### src/rtl/twos_complement_serial.sv
// Serial two's-complement unit: PASS/NEG/ABS/NABS of a WIDTH-bit operand,
// DIGIT bits per cycle, LSB first, with valid/ready handshakes on both sides.
module twos_complement_serial #(
   parameter int WIDTH = 8,
   parameter int DIGIT = 1
) (
   input  logic             clk,
   input  logic             rst_n,
   input  logic             in_valid,
   output logic             in_ready,
   input  logic [WIDTH-1:0] in_data,
   input  logic [1:0]       in_mode,
   output logic             out_valid,
   input  logic             out_ready,
   output logic [WIDTH-1:0] out_data,
   output logic             out_ovf,
   output logic             busy
);
   localparam int NDIG = WIDTH / DIGIT;
   localparam int CW   = (NDIG > 1) ? $clog2(NDIG) : 1;
   localparam logic [WIDTH-1:0] MIN_VAL = {1'b1, {(WIDTH-1){1'b0}}};

   localparam logic [1:0] M_PASS = 2'b00;
   localparam logic [1:0] M_NEG  = 2'b01;
   localparam logic [1:0] M_ABS  = 2'b10;
   localparam logic [1:0] M_NABS = 2'b11;

   typedef enum logic [1:0] {S_IDLE, S_BUSY, S_DONE} state_t;

   state_t          r_state, w_next;
   logic [WIDTH-1:0] r_opnd;
   logic [WIDTH-1:0] r_res;
   logic [CW-1:0]    r_cnt;
   logic             r_inv;
   logic             r_carry;
   logic             r_valid;
   logic             r_ovf;

   logic             w_accept;
   logic             w_last;
   logic             w_inv;
   logic [DIGIT-1:0] w_digit;
   logic [DIGIT-1:0] w_sum;
   logic             w_cout;

   assign w_accept = in_valid && (r_state == S_IDLE);
   assign w_last   = (r_cnt == CW'(NDIG - 1));
   assign w_inv    = (in_mode == M_NEG)
                   | ((in_mode == M_ABS)  &  in_data[WIDTH-1])
                   | ((in_mode == M_NABS) & ~in_data[WIDTH-1]);

   // One digit of (operand ^ inv) + carry per BUSY cycle
   assign w_digit = r_opnd[r_cnt*DIGIT +: DIGIT];
   assign {w_cout, w_sum} = {1'b0, w_digit ^ {DIGIT{r_inv}}} + {{DIGIT{1'b0}}, r_carry};

   always_ff @(posedge clk or negedge rst_n) begin
      if (!rst_n) r_state <= S_IDLE;
      else        r_state <= w_next;
   end

   always_comb begin
      w_next = r_state;
      case (r_state)
         S_IDLE:  if (w_accept)  w_next = S_BUSY;
         S_BUSY:  if (w_last)    w_next = S_DONE;
         S_DONE:  if (out_ready) w_next = S_IDLE;
         default: w_next = S_IDLE;
      endcase
   end

   always_ff @(posedge clk or negedge rst_n) begin
      if (!rst_n) begin
         r_opnd  <= '0;
         r_res   <= '0;
         r_cnt   <= '0;
         r_inv   <= 1'b0;
         r_carry <= 1'b0;
         r_valid <= 1'b0;
         r_ovf   <= 1'b0;
      end else if (w_accept) begin
         r_opnd  <= in_data;
         r_inv   <= w_inv;
         r_carry <= w_inv;
         r_cnt   <= '0;
      end else if (r_state == S_BUSY) begin
         r_res[r_cnt*DIGIT +: DIGIT] <= w_sum;
         r_carry <= w_cout;
         r_cnt   <= w_last ? '0 : r_cnt + 1'b1;
         if (w_last) begin
            r_valid <= 1'b1;
            // Only an inverted most-negative operand wraps back onto itself
            r_ovf   <= r_inv & (r_opnd == MIN_VAL);
         end
      end else if ((r_state == S_DONE) && out_ready) begin
         r_valid <= 1'b0;
      end
   end

   assign in_ready  = (r_state == S_IDLE);
   assign busy      = (r_state != S_IDLE);
   assign out_valid = r_valid;
   assign out_data  = r_res;
   assign out_ovf   = r_ovf;

endmodule
### config.mk
export PLATFORM = sky130hd
export DESIGN_NAME = twos_complement_serial
export DESIGN_NICKNAME = d
export VERILOG_FILES = /design/src/rtl/twos_complement_serial.sv
export SDC_FILE = /design/constraint.sdc
export NUM_CORES = 1
export LEC_CHECK = 0
export ABC_CLOCK_PERIOD_IN_PS = 2200
export CORE_MARGIN = 2
export CORE_UTILIZATION = 50
export CTS_CLUSTER_DIAMETER = 40
export DETAILED_ROUTE_END_ITERATION = 12
export GPL_ROUTABILITY_DRIVEN = 1
export PLACE_DENSITY_LB_ADDON = 0.05
export SLEW_MARGIN = 20
export SYNTH_ARGS = -nofsm -noshare
export SYNTH_HDL_FRONTEND = slang
export SYNTH_SLANG_ARGS = --single-unit
export TNS_END_PERCENT = 30
### constraint.sdc
create_clock -name clk -period 2.2 [get_ports clk]
set_input_delay 0.44 -clock clk [delete_from_list [all_inputs] [get_ports clk]]
set_output_delay 0.44 -clock clk [all_outputs]
set_load 0.02 [all_outputs]
==> out/results.txt <==
Worst-path clk slew -> 150 ps
Top post-synthesis cells by area -> dfrtp_1, mux2_1, ha_1
Die Y -> 53.9 µm
Wire per inst -> 14.1 µm
Root buf cell -> clkbuf_4
Sw Ratio -> 40.7%
Setup TNS Final -> 0 ps
Total GRT Usage -> 18.4%
CP top delay family -> multiplexers
Fin util -> 64.7%
Syn Nets -> 126
Pin count of the biggest net entering global routing -> 26
Hold_buf cts -> 0
Initial DRC Count -> 16
Synth unique cells -> 30
Most common cell after layout, fill and taps aside -> clkdlybuf4s50_1
Register area share after synthesis -> 50.2%
Post-Syn Area -> 1250 µm²
Slew HR -> 78.2%
Final setup vio count -> 0
First-pass GRT wire length -> 3800 µm
# fillers -> 194
Sw Pwr -> 0.932 mW
Final Cycle Share -> 94.5%
Syn Area/Cell -> 11.6 µm²
Grt ovf -> 0
Slowest-stage cell, CP -> dfrtp_2
Syn Inst Count -> 107
Clock network fraction of total power -> 9.2%
Post-synth top area cell -> dfrtp_1
Max-cap violations -> 0
Clk_skew -> 18.9 ps
Antenna Cells -> 0
Maximum root-to-sink buffer count -> 2
Initial Util -> 51.7%
CTS sink count -> 25
Placed cells -> 161
DRT Wirelength -> 2320 µm
Critical-path cell list -> mux2i_1, mux4_2, xnor2_1, ha_1, mux2_1
Hold Path Class -> in -> async
Die area -> 2910 µm²
Post-synth top area share -> 50.2%
Max Freq -> 481 MHz
CP Max Fanout -> 8
IO Count -> 26
Peak supply drop -> 808 µV
Die W -> 53.9 µm
Layout cells sized above 1 -> 8.15%
DRC viols -> 0
Synth-to-Final Area Change -> 25.2%
Antenna violations before repair -> 0
Combinational share of power -> 52.9%
Critical Path RT -> 2410 ps
CTS buffer count -> 3
Slew @ Worst Pin -> 324 ps
DP Wirelength -> 1720 µm
Crit path arrival time -> 2290 ps
H-Tree Depth -> 1
CTS tree -> built
Dpl ws -> 132 ps
Final WS setup -> 121 ps
Cell Rows -> 18
Non-filler cells, final -> 165
Via count -> 924
First-pass detailed-route iteration total -> 4
Sequential share of power -> 37.9%
Number of buffers added on ports -> 25
RSZ-0062 raised after global routing -> no
Nets -> 155
Routed Antenna Nets -> 0
Crit Path Category -> reg -> reg
Reg area -> 627 µm²
Count of state elements after synthesis -> 25
Ys Warns -> 0
GP Congestion -> 0.731
Lkg Pwr -> 0.660 nW
Multi-input gate area -> 569 µm²
CP endpoint kind -> flop
Design Power -> 2.29 mW
Worst path bufs/invs -> 0
Setup crit start kind -> flop
Status -> finished clean
Post-layout min period -> 2080 ps
Core area -> 2410 µm²
Worst skew pair latency -> 330 ps
Final hold vios -> 0
Pins Over Slew Limit -> 0
DR vias/cell -> 5.60
Crit path largest cell delay -> 490 ps
Pwr Density -> 1470 nW/µm²
Most frequent cells in the layout -> clkdlybuf4s50_1, dfrtp_1, mux2_1
Vias in the first global route -> 905
Int Pwr -> 1.36 mW
## cells by family after synthesis
group / share of synthesized area (%)
xor+xnor: 0.703
compound gates: 7.03
buf+inv: 4.12
fa+ha+maj: 5.02
simple gates: 13.5
mux: 19.5
flops: 50.2
## layout make-up
type                            instances  area share (%)
Clock buffer                            3            1.44
Clock inverter                          1           0.321
Inverter                                7            1.68
Multi-Input combinational cell         71            36.5
Sequential cell                        25            40.2
Tap cell                               30            2.41
Timing Repair Buffer                   28            17.5
## worst paths after layout
check / start / endpoint / slack (ps) / cells past startpoint
worst max-delay path: r_cnt[0] / out_data[6] / 120 / 5
worst min-delay path: rst_n / out_ovf / 450 / 2
worst max register to register: r_cnt[0] / out_data[6] / 120 / 5
worst min register to register: out_data[1] / out_data[1] / 500 / 1
max in group asynchronous: rst_n / out_data[7] / 1490 / 2
min in group clk: out_data[1] / out_data[1] / 500 / 1
## metrics by stage
stage               instance area [µm²]  hold WS (ps)
global placement                   1530           469
detailed placement                 1530           477
CTS                                1560           456
floorplan                          1250           144
finish                             1560           445
global route                       1560           496
## cell usage after synthesis
cell      count
dfrtp_1      25
mux2_1       16
nand2_1       6
ha_1          5
inv_1         5
nor2_1        5
a21oi_1       4
mux2i_1       4
nor4_1        4
nand3b_1      3
nor3_1        3
nor3b_1       3
buf_2         2
inv_2         2
nand2b_1      2
nand3_1       2
o21bai_1      2
o31ai_1       2
a22o_1        1
a31oi_1       1
a32o_1        1
and3_1        1
buf_6         1
clkbuf_1      1
mux4_2        1
nand4_1       1
nor2b_1       1
o21a_1        1
o21ai_1       1
xnor2_1       1
## sequential cells by signal, indices dropped and copies added (netlist names)
| register | flops |
|---|---|
| r_state | 2 |
| r_opnd | 8 |
| r_inv | 1 |
| out_data | 8 |
| out_ovf | 1 |
| out_valid | 1 |
| r_cnt | 3 |
| r_carry | 1 |
## power groups by stage
stage / clock network, mW / registers (mW) / logic [mW]
floorplan: 0 / 0.907 / 0.776
global placement: 0 / 0.866 / 1.18
detailed placement: 0 / 0.875 / 1.21
CTS: 0.218 / 0.865 / 1.21
global route: 0.231 / 0.901 / 1.34
finish: 0.210 / 0.867 / 1.21
## what timing repair did
| item | CTS | global route |
|---|---|---|
| setup buffers | 0 | 0 |
| gates resized for setup | 0 | 1 |
| setup endpoints to repair | 0 | 2 |
## worst register-to-register path: stages (launching register included)
cell	delay (ps)
dfrtp_2	490
mux2i_1	150
mux4_2	460
xnor2_1	140
ha_1	380
mux2_1	340
## metal layers
layer	vias to the layer above	track usage (%)	share of wire (%)	routed length (µm)
li1	440	-	-	-
met1	458	24.2	47	1090
met3	4	2.50	4.4	103
met5	-	0	0	0
met2	22	29.7	47	1100
met4	0	8.97	1.3	31
Note: power is estimated with default switching activity, not from simulation.
